===== src/rtl/exec_ctrl_pkg.sv =====
// Shared types and constants for the execute-stage controller.
package exec_ctrl_pkg;

    typedef enum logic {
        IDLE = 1'b0,
        WAIT = 1'b1
    } exec_state_t;

    localparam int MAX_WAIT_DEFAULT = 64;

endpackage


===== src/rtl/exec_ctrl_wait.sv =====
// WAIT watchdog: counts cycles spent waiting on the FPU and flags expiry.
module wait_timer
    import exec_ctrl_pkg::*;
#(
    parameter int MAX_WAIT = MAX_WAIT_DEFAULT
) (
    input  logic clk,
    input  logic rst,
    input  logic clear,
    input  logic enable,
    output logic expire
);

    // Expiry fires on the cycle whose increment would bring the count to MAX_WAIT-1.
    localparam logic [7:0] LAST = 8'(MAX_WAIT - 2);

    logic [7:0] count;

    always_ff @(posedge clk) begin
        if (rst || clear) begin
            count <= '0;
        end else if (enable) begin
            count <= count + 8'd1;
        end
    end

    assign expire = enable && (count == LAST);

endmodule


===== src/rtl/exec_ctrl.sv =====
// Execute-stage controller: issues ALU results directly, sequences multi-cycle FPU ops.
module exec_ctrl
    import exec_ctrl_pkg::*;
#(
    parameter int MAX_WAIT = MAX_WAIT_DEFAULT
) (
    input  logic        clk,
    input  logic        rst,
    input  logic        in_valid,
    output logic        in_ready,
    input  logic        in_multi,
    input  logic [31:0] alu_result,
    output logic        unit_start,
    output logic        unit_abort,
    input  logic        unit_fin,
    input  logic [31:0] unit_result,
    input  logic        flush,
    output logic        out_valid,
    input  logic        out_ready,
    output logic [31:0] out_result,
    output logic        timeout,
    output logic [15:0] stall_count
);

    exec_state_t state;
    logic        accept;
    logic        timer_clear;
    logic        timer_enable;
    logic        expire;

    assign in_ready     = (state == IDLE) && (!out_valid || out_ready) && !flush;
    assign accept       = in_valid && in_ready;
    assign unit_start   = !rst && accept && in_multi;
    assign timer_clear  = (state == IDLE) || flush;
    assign timer_enable = (state == WAIT) && !unit_fin && !flush;
    assign unit_abort   = !rst && (state == WAIT) && (flush || expire);

    wait_timer #(.MAX_WAIT(MAX_WAIT)) u_wait_timer (
        .clk    (clk),
        .rst    (rst),
        .clear  (timer_clear),
        .enable (timer_enable),
        .expire (expire)
    );

    always_ff @(posedge clk) begin
        if (rst) begin
            state       <= IDLE;
            out_valid   <= 1'b0;
            out_result  <= '0;
            timeout     <= 1'b0;
            stall_count <= '0;
        end else begin
            if (in_valid && !in_ready && (stall_count != 16'hFFFF)) begin
                stall_count <= stall_count + 16'd1;
            end
            if (flush) begin
                state     <= IDLE;
                out_valid <= 1'b0;
            end else begin
                if (out_valid && out_ready) begin
                    out_valid <= 1'b0;
                end
                case (state)
                    IDLE: begin
                        if (accept) begin
                            if (in_multi) begin
                                state <= WAIT;
                            end else begin
                                out_valid  <= 1'b1;
                                out_result <= alu_result;
                            end
                        end
                    end
                    WAIT: begin
                        // A completion arriving on the expiry cycle still wins.
                        if (unit_fin) begin
                            out_valid  <= 1'b1;
                            out_result <= unit_result;
                            state      <= IDLE;
                        end else if (expire) begin
                            timeout <= 1'b1;
                            state   <= IDLE;
                        end
                    end
                    default: state <= IDLE;
                endcase
            end
        end
    end

endmodule


===== config.mk =====
export PLATFORM = sky130hd
export DESIGN_NAME = exec_ctrl
export DESIGN_NICKNAME = d
export VERILOG_FILES = /design/src/rtl/exec_ctrl_pkg.sv /design/src/rtl/exec_ctrl_wait.sv /design/src/rtl/exec_ctrl.sv
export SDC_FILE = /design/constraint.sdc
export NUM_CORES = 1
export LEC_CHECK = 0
export CORE_ASPECT_RATIO = 0.75
export CORE_MARGIN = 5
export CORE_UTILIZATION = 34
export CTS_CLUSTER_DIAMETER = 150
export DETAILED_ROUTE_END_ITERATION = 12
export GPL_TIMING_DRIVEN = 0
export PLACE_DENSITY = 0.69
export SKIP_LAST_GASP = 1
export SLEW_MARGIN = 20
export SYNTH_ARGS = -nofsm -noshare
export SYNTH_HDL_FRONTEND = slang
export SYNTH_HIERARCHICAL = 1
export SYNTH_SLANG_ARGS = --single-unit

===== constraint.sdc =====
create_clock -name clk -period 2.5 [get_ports clk]
set_input_delay 0.375 -clock clk [delete_from_list [all_inputs] [get_ports clk]]
set_output_delay 0.375 -clock clk [all_outputs]
set_load 0.05 [all_outputs]

==> impl_metrics.yaml, run 1 <==
status:
  status: "finished clean"
flow_run:
  maxCapViolCount: 0
floorplan:
  die_x_um: 119
  die_h_um: 91.4
  die_area_um2: 10800
  rows: 29
  initial_core_util: 0.352
  core_area_um2: 8530
  ios: 124
worst_hold_path:
  hp-start: "out_result[1]$_SDFFE_PP0P_"
  hp-class: "reg2reg"
synthesis:
  yosys_warnings: 6
  yosysMostFrequentCell: "dfxtp_1"
  synth-edff-count: 0
  postSynth.asyncResetShare: 0
  synth_area_leaders: "dfxtp_1, mux2i_1, a21oi_1"
  yosys_register_bits: 59
  ys_seq_area_frac: 0.393
  netlist_instances: 349
  ys_top_cells_by_count: "dfxtp_1, a21oi_1, o21ai_0"
  synth_cell_types: 45
  syn_nets: 423
  syn-cell-area_um2: 3000
  synth_area_per_cell_um2: 8.61
  synth_largest_area_cell: "dfxtp_1"
  synth_top_area_share: 0.393
  synthFlopType: "dfxtp_1"
timing:
  slew_headroom: 0.534
  fmax_ghz: 0.409
  fin_crit_sh: 0.977
  setup_viol: 0
  layout_min_cycle_time_ns: 2.44
  maxSlewViolCount: 0
  worst_pin_slew_ns: 0.691
  fin_setup_tns_ns: 0
  hold_viol: 0
  clock_skew_ns: 0.00437
  fin_ws_ns: 0.0565
finish:
  fin_util: 0.555
  nFillCells: 788
  drive_gt1_frac: 0.102
  area_growth_pct: 57.6
  layout.nets: 560
  seqCellArea_um2: 1180
  multi_input_area_um2: 1700
  antennaDiodeCount: 0
drt:
  vias: 3202
  drtAntennaViolNets: 0
  drtPass1Iterations: 5
  detail_route.wirelength_mm: 9.51
  wl_per_cell_um: 15.9
  viasPerCell: 5.35
  drc: 0
  detail_route.iter0.violations: 128
global_route:
  grt_usage: 0.170
  grt_max_degree: 12
  grt_pass1_wl_mm: 15.4
  gr-total-overflow: 0
  antenna_found_initial: 0
  grt_pass1_vias: 3149
cts:
  clock_latency_ns: 0.32
  clockRootBuffer: "clkbuf_16"
  cts_made_buffers: 9
  clk_pin_slew_ns: 0.05
  clock-sinks: 59
  tritoncts: "built"
  ctsHoldBuffers: 0
  clockBufferDepth: 2
  cts_max_level: 3
power:
  power.density_nw_per_um2: 541
  vdd_drop_max_uv: 345
  leakagePower_uw: 0.00154
  power_uw: 2560
place:
  place_ws_ns: -1.21
  dp_hpwl_mm: 7.24
  io_buffers: 123
  gp_congestion: 0.777
critical_path:
  worstPathRequired_ns: 2.12
  crit_start: "flush"
  critPathCaptureType: "output port"
  worstSetupPathType: "in2out"
  worst_ep_arrival_time_ns: 2.07
  r2r-start: "stall_count[0]$_SDFFE_PP0P_"
  critPathLaunchType: "input port"
  critPathMaxFanout: 10
power breakdown:
| part | switching, uW | internal, uW | total (uW) |
|---|---|---|---|
| Clock | 438 | 766 | 1200 |
| Sequential | 11.5 | 963 | 974 |
| Combinational | 200 | 181 | 381 |
critical path, cell delays in order:
cell           delay, ns
dlygate4sd2_1       0.33
clkbuf_8            0.21
nor3b_2             0.24
buf_4               0.17
nand4b_1            0.12
nor3_2              0.16
nor2_1              0.09
nor3b_4             0.20
buf_6               0.18
final cells by class:
cell class,instances,share of cell area
Buffer,30,0.0312
Clock buffer,9,0.0476
Clock inverter,7,0.0145
Inverter,5,0.00396
Multi-Input combinational cell,255,0.359
Sequential cell,59,0.250
Tap cell,108,0.0285
Timing Repair Buffer,126,0.265
stage by stage:
stage | hold slack, ns | cell area [um^2] | cells
after global placement | 0.456 | 4380 | 580
after CTS | 0.470 | 4710 | 597
after detailed placement | 0.463 | 4380 | 580
after floorplan | 0.459 | 3020 | 349
after global routing | 0.495 | 4730 | 599
final | 0.469 | 4730 | 599
repair_timing:
action                     4_1_cts  5_1_grt
pin swaps                        1        1
resized for setup               21        5
setup buffers                    1        2
setup endpoints to repair        3        2
hold endpoints to repair         0        0
layer usage:
layer	share of wire	up-vias	GRT usage
met5	0	-	0
met4	0.014	0	0.0491
met1	0.44	1517	0.213
li1	-	1568	-
met2	0.47	103	0.276
met3	0.076	14	0.0615
placed cells by master (no fill, tap or decap), types with 4 or more instances in the layout:
cell type,instances
or4_1,5
nand3_1,6
nor4_1,5
buf_2,5
dfxtp_1,58
clkbuf_16,9
clkbuf_1,18
nand4_1,4
a21oi_1,46
clkdlybuf4s50_1,120
mux2i_1,32
mux2_2,5
nor2_1,18
or3_1,36
nor2b_1,7
nand2_1,6
o31ai_1,4
buf_4,4
inv_1,5
nor3_1,5
o21ai_0,38
cells by family after synthesis:
kind of cell,after synthesis,share of synthesized area
xor gates and xnor gates,4,0.0117
and+or+nand+nor,111,0.222
DFF,59,0.393
muxes,37,0.125
adders and majority gates,3,0.0125
AOI/OAI and AO/OA,100,0.187
buffers and inverters,35,0.0475
registers in the layout, summed over array words and instances, names as in the netlist:
register            count
out_valid               1
out_result             32
stall_count            16
u_wait_timer/count      8
state                   1
timeout                 1
path summary, 6_finish.rpt:
path | endpoint | slack, ns | cells past startpoint
worst max-delay path | unit_abort | 0.06 | 9
worst min-delay path | out_result[1]$_SDFFE_PP0P_ | 0.47 | 2
worst max register to register | stall_count[8]$_SDFFE_PP0P_ | 0.37 | 6
worst min register to register | out_result[1]$_SDFFE_PP0P_ | 0.47 | 2
Note: power is estimated with default switching activity, not from simulation.
==> inputs of run 2 (changes only) <==
Settings changed: CELL_PAD_IN_SITES_DETAIL_PLACEMENT set to 0, CELL_PAD_IN_SITES_GLOBAL_PLACEMENT set to 2, CORE_UTILIZATION 34 to 24, PLACE_DENSITY 0.69 to 0.83.
==> run 2 against run 1 <==
Effect of this change: maximum frequency increased by 1.1%; routed wire length increased by 9.4%; die area increased by 37%; setup slack improved by 0.027 ns; critical endpoint unchanged; sequential cell count unchanged; critical path type is now reg2out; global-route usage decreased by 3.4 points; worst hold slack about the same; non-clock buffer count decreased by 1.
==> impl_metrics.yaml, run 2 (same netlist as run 1, synthesis figures left out) <==
timing:
  slew_headroom: 0.532
  setup_viol: 0
  fin_setup_tns_ns: 0
  layout_min_cycle_time_ns: 2.42
  worst_pin_slew_ns: 0.695
  fin_crit_sh: 0.967
  fmax_ghz: 0.414
  rsz0062_at_grt: "true"
  hold_viol: 0
  clock_skew_ns: 0.00766
  maxSlewViolCount: 0
critical_path:
  worst_ep_arrival_time_ns: 2.04
  worstSetupPathType: "reg2out"
  worstReg2RegEnd: "stall_count[8]$_SDFFE_PP0P_"
  r2r_cells: 6
  critPathMaxFanout: 10
  critPathCaptureType: "output port"
  r2r_slack_ns: 0.36
  critPathLaunchType: "register"
  crit_start: "state$_SDFF_PP0_"
  r2r-start: "stall_count[0]$_SDFFE_PP0P_"
  crit_path_end: "unit_abort"
  worstPathRequired_ns: 2.12
global_route:
  grt_max_degree: 12
  gr-total-overflow: 0
  antenna_found_initial: 0
  grt_usage: 0.136
  grt_pass1_vias: 3048
  grt_pass1_wl_mm: 16.2
status:
  status: "finished clean"
place:
  gp_congestion: 0.749
  io_buffers: 123
  dp_hpwl_mm: 7.81
  placedCellCount: 638
finish:
  area_growth_pct: 61.3
  reg_top3: "out_result (32), stall_count (16), u_wait_timer/count (8)"
  layout.nets: 559
  final_cell_mix: "clkdlybuf4s50_1, dfxtp_1, a21oi_1"
  drive_gt1_frac: 0.100
  antennaDiodeCount: 0
  fin_util: 0.395
  largest_register_ffs: 32
  nFillCells: 1223
  finalNonFillerCells: 656
  layout_commonest_cell: "clkdlybuf4s50_1"
  largest_register: "out_result"
cts:
  ctsHoldBuffers: 0
  cts_max_level: 3
  clk_pin_slew_ns: 0.05
  clock_latency_ns: 0.32
  tritoncts: "built"
  clockBufferDepth: 2
  cts_made_buffers: 9
  clock-sinks: 59
  clockRootBuffer: "clkbuf_16"
drt:
  viasPerCell: 4.69
  wl_met1_mm: 5.08
  vias: 3074
  drtPass1Iterations: 4
  route.met2.wl_mm: 4.71
  detail_route.wirelength_mm: 10.4
  wl_per_cell_um: 15.9
  drc: 0
  top_layer_used: "met4"
  detail_route.iter0.violations: 105
  drtAntennaViolNets: 0
  met3WireLength_um: 574
floorplan:
  rows: 35
  initial_core_util: 0.245
  ios: 124
  core_area_um2: 12300
  die_area_um2: 14900
  die_x_um: 139
  die_h_um: 107
flow_run:
  maxCapViolCount: 0
power:
  power.density_nw_per_um2: 555
  power_uw: 2690
  leakagePower_uw: 0.00156
  vdd_drop_max_uv: 359
worst_hold_path:
  hp-class: "reg2reg"
  hold_depth: 2
run 2: final cells by class:
class | count | area (um^2) | share of cell area
multi-input combinational | 255 | 1710 | 0.353
clock buffer | 10 | 229 | 0.0473
inverter | 5 | 18.8 | 0.00387
buffer | 30 | 154 | 0.0318
sequential | 59 | 1180 | 0.245
clock inverter | 6 | 90.1 | 0.0186
tap | 166 | 208 | 0.0429
timing repair buffer | 125 | 1250 | 0.259
run 2: stage by stage:
stage | worst slack [ns] | area (um^2) | hold WS (ns)
2_1_floorplan | 0.0800 | 3020 | 0.459
3_3_place_gp | -1.30 | 4450 | 0.457
5_1_grt | -0.0299 | 4840 | 0.479
3_5_place_dp | -1.32 | 4450 | 0.463
4_1_cts | -0.0394 | 4810 | 0.471
6_report | 0.0832 | 4840 | 0.469
run 2: repair_timing:
action | 4_1_cts | 5_1_grt
pin swaps | 0 | 2
setup buffers | 0 | 2
gates resized for setup | 24 | 8
endpoints found under the setup margin | 4 | 2
run 2: worst min-delay path by stage:
stage	start	end	slack, ns
2_1_floorplan	u_wait_timer/count[7]$_SDFFE_PP0P_	u_wait_timer/count[7]$_SDFFE_PP0P_	0.46
3_3_place_gp	out_result[8]$_SDFFE_PP0P_	out_result[8]$_SDFFE_PP0P_	0.46
3_5_place_dp	out_result[6]$_SDFFE_PP0P_	out_result[6]$_SDFFE_PP0P_	0.46
4_1_cts	out_result[11]$_SDFFE_PP0P_	out_result[11]$_SDFFE_PP0P_	0.47
5_1_grt	out_result[11]$_SDFFE_PP0P_	out_result[11]$_SDFFE_PP0P_	0.48
6_report	out_result[11]$_SDFFE_PP0P_	out_result[11]$_SDFFE_PP0P_	0.47
run 2: critical path: stages (launching register included):
cell and delay, ns:
dfxtp_4 0.37, buf_8 0.15, nor3b_4 0.23, buf_6 0.16
nand4b_1 0.12, nor3_2 0.23, nor2_1 0.09, nor3b_4 0.19
buf_6 0.18
run 2: per-layer routing:
metal,GRT usage,vias up
li1,-,1562
met1,0.182,1439
met2,0.215,71
met3,0.0441,2
met4,0.0286,0
met5,0,-
run 2: power breakdown:
group	internal, uW	total (uW)	switching [uW]
Sequential	962	974	12.1
Clock	874	1330	452
Combinational	182	387	206
Total	2020	2690	670
